## config.mk

```make
export PLATFORM = sky130hd
export DESIGN_NAME = seg_scan_ctrl
export DESIGN_NICKNAME = d
export VERILOG_FILES = /design/src/rtl/seg_pkg.sv /design/src/rtl/seg_hex_decode.sv /design/src/rtl/seg_scan_ctrl.sv
export SDC_FILE = /design/constraint.sdc
export NUM_CORES = 1
export LEC_CHECK = 0
export ABC_AREA = 1
export BUFFER_PORTS_ARGS = -buffer_cell sky130_fd_sc_hd__clkbuf_2
export CORE_MARGIN = 3
export CORE_UTILIZATION = 46
export CTS_BUF_LIST = sky130_fd_sc_hd__clkbuf_16
export DETAILED_ROUTE_END_ITERATION = 7
export PLACE_DENSITY = 0.65
export SLEW_MARGIN = 25
export SYNTH_ARGS = -nofsm -noshare
export SYNTH_HDL_FRONTEND = slang
export SYNTH_SLANG_ARGS = --single-unit
export TNS_END_PERCENT = 100
```

## constraint.sdc

```tcl
create_clock -name clk -period 2.1 [get_ports clk]
set_input_delay 0.42 -clock clk [delete_from_list [all_inputs] [get_ports clk]]
set_output_delay 0.42 -clock clk [all_outputs]
set_load 0.02 [all_outputs]
```

## src/rtl/seg_pkg.sv

```systemverilog
// rtl/seg_pkg.sv - shared digit states, constants and hex-to-segment table for the scan controller
package seg_pkg;

    localparam int NUM_DIGITS = 4;

    localparam logic [6:0] SEG_BLANK = 7'b1111111;

    typedef enum logic [1:0] {
        DIG0 = 2'd0,
        DIG1 = 2'd1,
        DIG2 = 2'd2,
        DIG3 = 2'd3
    } dig_state_t;

    // Active-low segment patterns, seg[0]=a .. seg[6]=g, indexed by nibble value
    localparam logic [6:0] SEG_TABLE [0:15] = '{
        7'b1000000, 7'b1111001, 7'b0100100, 7'b0110000,
        7'b0011001, 7'b0010010, 7'b0000010, 7'b1111000,
        7'b0000000, 7'b0010000, 7'b0001000, 7'b0000011,
        7'b1000110, 7'b0100001, 7'b0000110, 7'b0001110
    };

endpackage

```

## src/rtl/seg_hex_decode.sv

```systemverilog
// rtl/seg_hex_decode.sv - combinational hex nibble to active-low seven-segment decoder
module seg_hex_decode
    import seg_pkg::*;
(
    input  logic [3:0] nibble,
    output logic [6:0] seg
);

    assign seg = SEG_TABLE[nibble];

endmodule

```

## src/rtl/seg_scan_ctrl.sv

```systemverilog
// rtl/seg_scan_ctrl.sv - four-digit multiplexed display scanner with tear-free double buffer; SEG_DP_EN adds dp_in
module seg_scan_ctrl
    import seg_pkg::*;
#(
    parameter int unsigned SCAN_DIV = 1000
)
(
    input  logic                  clk,
    input  logic                  reset,
    input  logic [15:0]           data_in,
    input  logic                  data_valid,
    output logic                  data_ready,
    input  logic [NUM_DIGITS-1:0] blank_in,
`ifdef SEG_DP_EN
    input  logic [NUM_DIGITS-1:0] dp_in,
`endif
    output logic [NUM_DIGITS-1:0] an,
    output logic [6:0]            seg,
    output logic                  dp,
    output logic                  frame_done
);

    logic [31:0] count;
    logic        tick;
    logic        boundary;
    dig_state_t  state;
    dig_state_t  state_next;
    logic        pend_full;
    logic [15:0] pend_data;
    logic [15:0] active;
    logic [1:0]  slot;
    logic [3:0]  nibble;
    logic [6:0]  seg_dec;

    assign tick       = (count == SCAN_DIV - 32'd1);
    assign boundary   = tick && (state == DIG3);
    assign data_ready = ~pend_full;
    assign slot       = state;
    assign nibble     = active[{slot, 2'b00} +: 4];

    // Prescaler: one tick every SCAN_DIV cycles
    always_ff @(posedge clk) begin
        if (!reset) begin
            count <= '0;
        end else if (tick) begin
            count <= '0;
        end else begin
            count <= count + 32'd1;
        end
    end

    // Digit state register
    always_ff @(posedge clk) begin
        if (!reset) begin
            state <= DIG0;
        end else begin
            state <= state_next;
        end
    end

    // Digit sequencing: step to the next slot only on a prescaler tick
    always_comb begin
        state_next = state;
        if (tick) begin
            unique case (state)
                DIG0: state_next = DIG1;
                DIG1: state_next = DIG2;
                DIG2: state_next = DIG3;
                DIG3: state_next = DIG0;
            endcase
        end
    end

    // Double buffer: pending is promoted only at the frame boundary so a frame never mixes two values;
    // an accept landing on the boundary edge stays pending for the next boundary
    always_ff @(posedge clk) begin
        if (!reset) begin
            pend_full <= 1'b0;
            pend_data <= '0;
            active    <= '0;
        end else begin
            if (boundary) begin
                if (pend_full) begin
                    active <= pend_data;
                end
                pend_full <= 1'b0;
            end
            if (data_valid && !pend_full) begin
                pend_full <= 1'b1;
                pend_data <= data_in;
            end
        end
    end

    seg_hex_decode u_hex_decode (
        .nibble (nibble),
        .seg    (seg_dec)
    );

    // Registered drive outputs, one cycle behind the digit state
    always_ff @(posedge clk) begin
        if (!reset) begin
            an         <= 4'b1111;
            seg        <= SEG_BLANK;
            frame_done <= 1'b0;
        end else begin
            frame_done <= boundary;
            if (blank_in[slot]) begin
                an  <= 4'b1111;
                seg <= SEG_BLANK;
            end else begin
                an  <= ~(4'b0001 << slot);
                seg <= seg_dec;
            end
        end
    end

`ifdef SEG_DP_EN
    // Decimal point follows the same slot and latency as the segments
    always_ff @(posedge clk) begin
        if (!reset) begin
            dp <= 1'b1;
        end else begin
            dp <= blank_in[slot] | ~dp_in[slot];
        end
    end
`else
    assign dp = 1'b1;
`endif

endmodule

```

==> metrics.txt <==
status=complete, no violations; register area share after synthesis=0.391; GRT Util Overall=0.203; initial antenna violation count=0; unique cell type count in the Yosys netlist=32; vias=3802; Final Setup Violations=0; DRT Pass-1 Iters=5; pin count of the biggest net entering global routing=30; Mapped Cells=614; leakage power=1.92 nW; number of max-cap violations=0; Hold WS=358 ps; worst-margin pin slew=679 ps; Hold Crit Class=input port to flip-flop; crit path buf inv count=2; Inserted Clock Buffers=9; ant diodes=0; CP Data Arrival Time=2120 ps; CTS clk-pin slew, worst paths=70 ps; Synth warnings=0; via/cell ratio=4.99; final wirelength=9470 µm; VDD IR max=0.383 mV; Data required, critical path=2370 ps; unrepaired setup endpoints after global routing=false; Slew headroom=0.547; layout cells sized above 1=0.120; Fmax achieved=0.543 GHz; minimum clock period=1840 ps; CTS max path bufs=2; Crit-path slowest cell=dfxtp_1; Final Hold Violating Endpoints=0; area of the multi-input gates=2010 µm²; average wire per standard cell=12.4 µm; cts repair resizes=0; Power Density=711 nW/µm²; endpoint type of the worst setup path=flip-flop; Die ar.=9950 µm²; clk_lat worst skew=340 ps; Routed Antenna Nets=0; Reg area=1580 µm²; port bufs=35; drt drc=0; Die Y=99.8 µm; Final period util=0.877; syn_nets=649; vias in the first global route=3534; Setup Crit Path Kind=flip-flop to flip-flop; Max FO, Critical Path=17; initial core utilization=0.482; main area contributors after synthesis=dfxtp_1, nand2_1, inv_1; HPWL after DPL=7150 µm; max-slew violations=0; Fillers=866; share of Yosys cell area claimed by the top area cell type=0.391; Area Overhead vs Synth=14.9%; setup TNS=0 ps; number of nets in the layout=687; delay of the slowest cell on the worst path=370 ps; crit-path leading delay family=simple AND/OR/NAND/NOR gates; 1st-iter DRT viols=187; CTS tree=yes; die width=99.8 µm; Remaining Overflow, GRT=0; Post-Layout Cell Count=762; Post-Syn Area=4040 µm²; postcts setup bufs=0; CTS Hold Bufs=0; Max Clock Skew=10.3 ps; Yosys top cell by area=dfxtp_1; Mean Syn Cell Area=6.59 µm²; H-tree depth=3; CTS Sinks=79; placed insts=746; CP Launch Type=flip-flop; core area=8380 µm²; crit path cell chain=ha_1 -> inv_1 -> nor2_1 -> nand2_1 -> nor2_1 -> nand2_1 -> nor2_4 -> nand3_4 -> nand2_1 -> inv_1 -> nor2_1; IO Count=37; first-pass GRT wire length=16400 µm; Root Buffer Master=clkbuf_16; Routability Congestion=0.872; register bit total from synthesis=79; # rows=33
## through the flow
step	setup slack (ps)	area, µm²	util	power [mW]
CTS	244	4650	0.555	3.33
finish	259	4650	0.555	3.31
global placement	348	4340	0.518	1.74
floorplan	458	4040	-	1.69
detailed placement	255	4340	0.518	1.75
global route	6.30	4650	0.555	3.43
## synth_stat cells, drive strengths merged
cell type and number:
a21oi 41, a31oi 2, nand3b 2, and3 1, nand2 147, nor3b 2, conb 1, ha 12
dfxtp 79, nand3 33, xnor2 2, nor3 14, buf 11, o21ai 32, nand4 23, xor2 6
clkbuf 8, o211ai 1, or2 5, nor2 93, inv 97, nor4 2
## worst min-delay path, cell delays in order
cell	delay (ps)
clkbuf_2	70
o21ai_0	70
a21oi_1	100
## state kept, by name, indices dropped and copies added (netlist names)
signal / cells
count: 32
active: 16
pend_data: 16
seg: 7
an: 4
slot: 2
frame_done: 1
pend_full: 1
## final timing paths
| path | start | to | slack (ps) | depth (start not counted) |
|---|---|---|---|---|
| setup / recovery | count[0] | active[12] | 260 | 11 |
| setup reg to reg | count[0] | active[12] | 260 | 11 |
| hold reg to reg | pend_data[10] | pend_data[10] | 460 | 2 |
| hold / removal | data_in[11] | pend_data[11] | 360 | 3 |
## cell usage in the layout (no fill, tap or decap), types with 2 or more instances in the layout
master and instances:
nand2_1 146, inv_1 93, nor2_1 89, dfxtp_1 79, a21oi_1 41, clkbuf_2 35, nand3_1 32, o21ai_0 31
nand4_1 23, nor3_1 14, ha_1 12, buf_4 11, clkbuf_16 9, xor2_1 6, or2_2 5, inv_2 4
clkinvlp_4 4, nor2_2 3, a31oi_1 2, nand3b_1 2, xnor2_1 2, nor4_1 2
## cell type report
cell class                      count  share of cell area
Sequential cell                    79               0.340
Clock inverter                      7              0.0172
Clock buffer                        9              0.0485
Inverter                           97              0.0783
Timing Repair Buffer               46              0.0555
Multi-Input combinational cell    419               0.432
Tap cell                          105              0.0283
## cell families (layout without fill, tap and decap cells)
kind of cell,after synthesis,count (layout),synth area share
fa+ha+maj,12,12,0.0371
xor+xnor,8,8,0.0173
buf+inv,116,159,0.113
compound gates,76,76,0.0953
flops,79,79,0.391
simple gates,322,322,0.345
other cells,1,1,0.000927
## routing by layer
metal	share of wire	vias up	global-route usage	wire length, µm
met5	0	-	0	0
met4	0.018	0	0.0788	171
met3	0.051	19	0.0414	487
met2	0.40	73	0.288	3760
met1	0.53	1705	0.300	5050
li1	-	2005	-	-
## power breakdown
group,switching (mW),internal [mW],leakage (nW)
clock,0.663,0.933,0.136
combinational,0.105,0.0583,1.14
sequential,0.0117,1.54,0.643
total,0.780,2.53,1.92
Note: power is estimated with default switching activity, not from simulation.
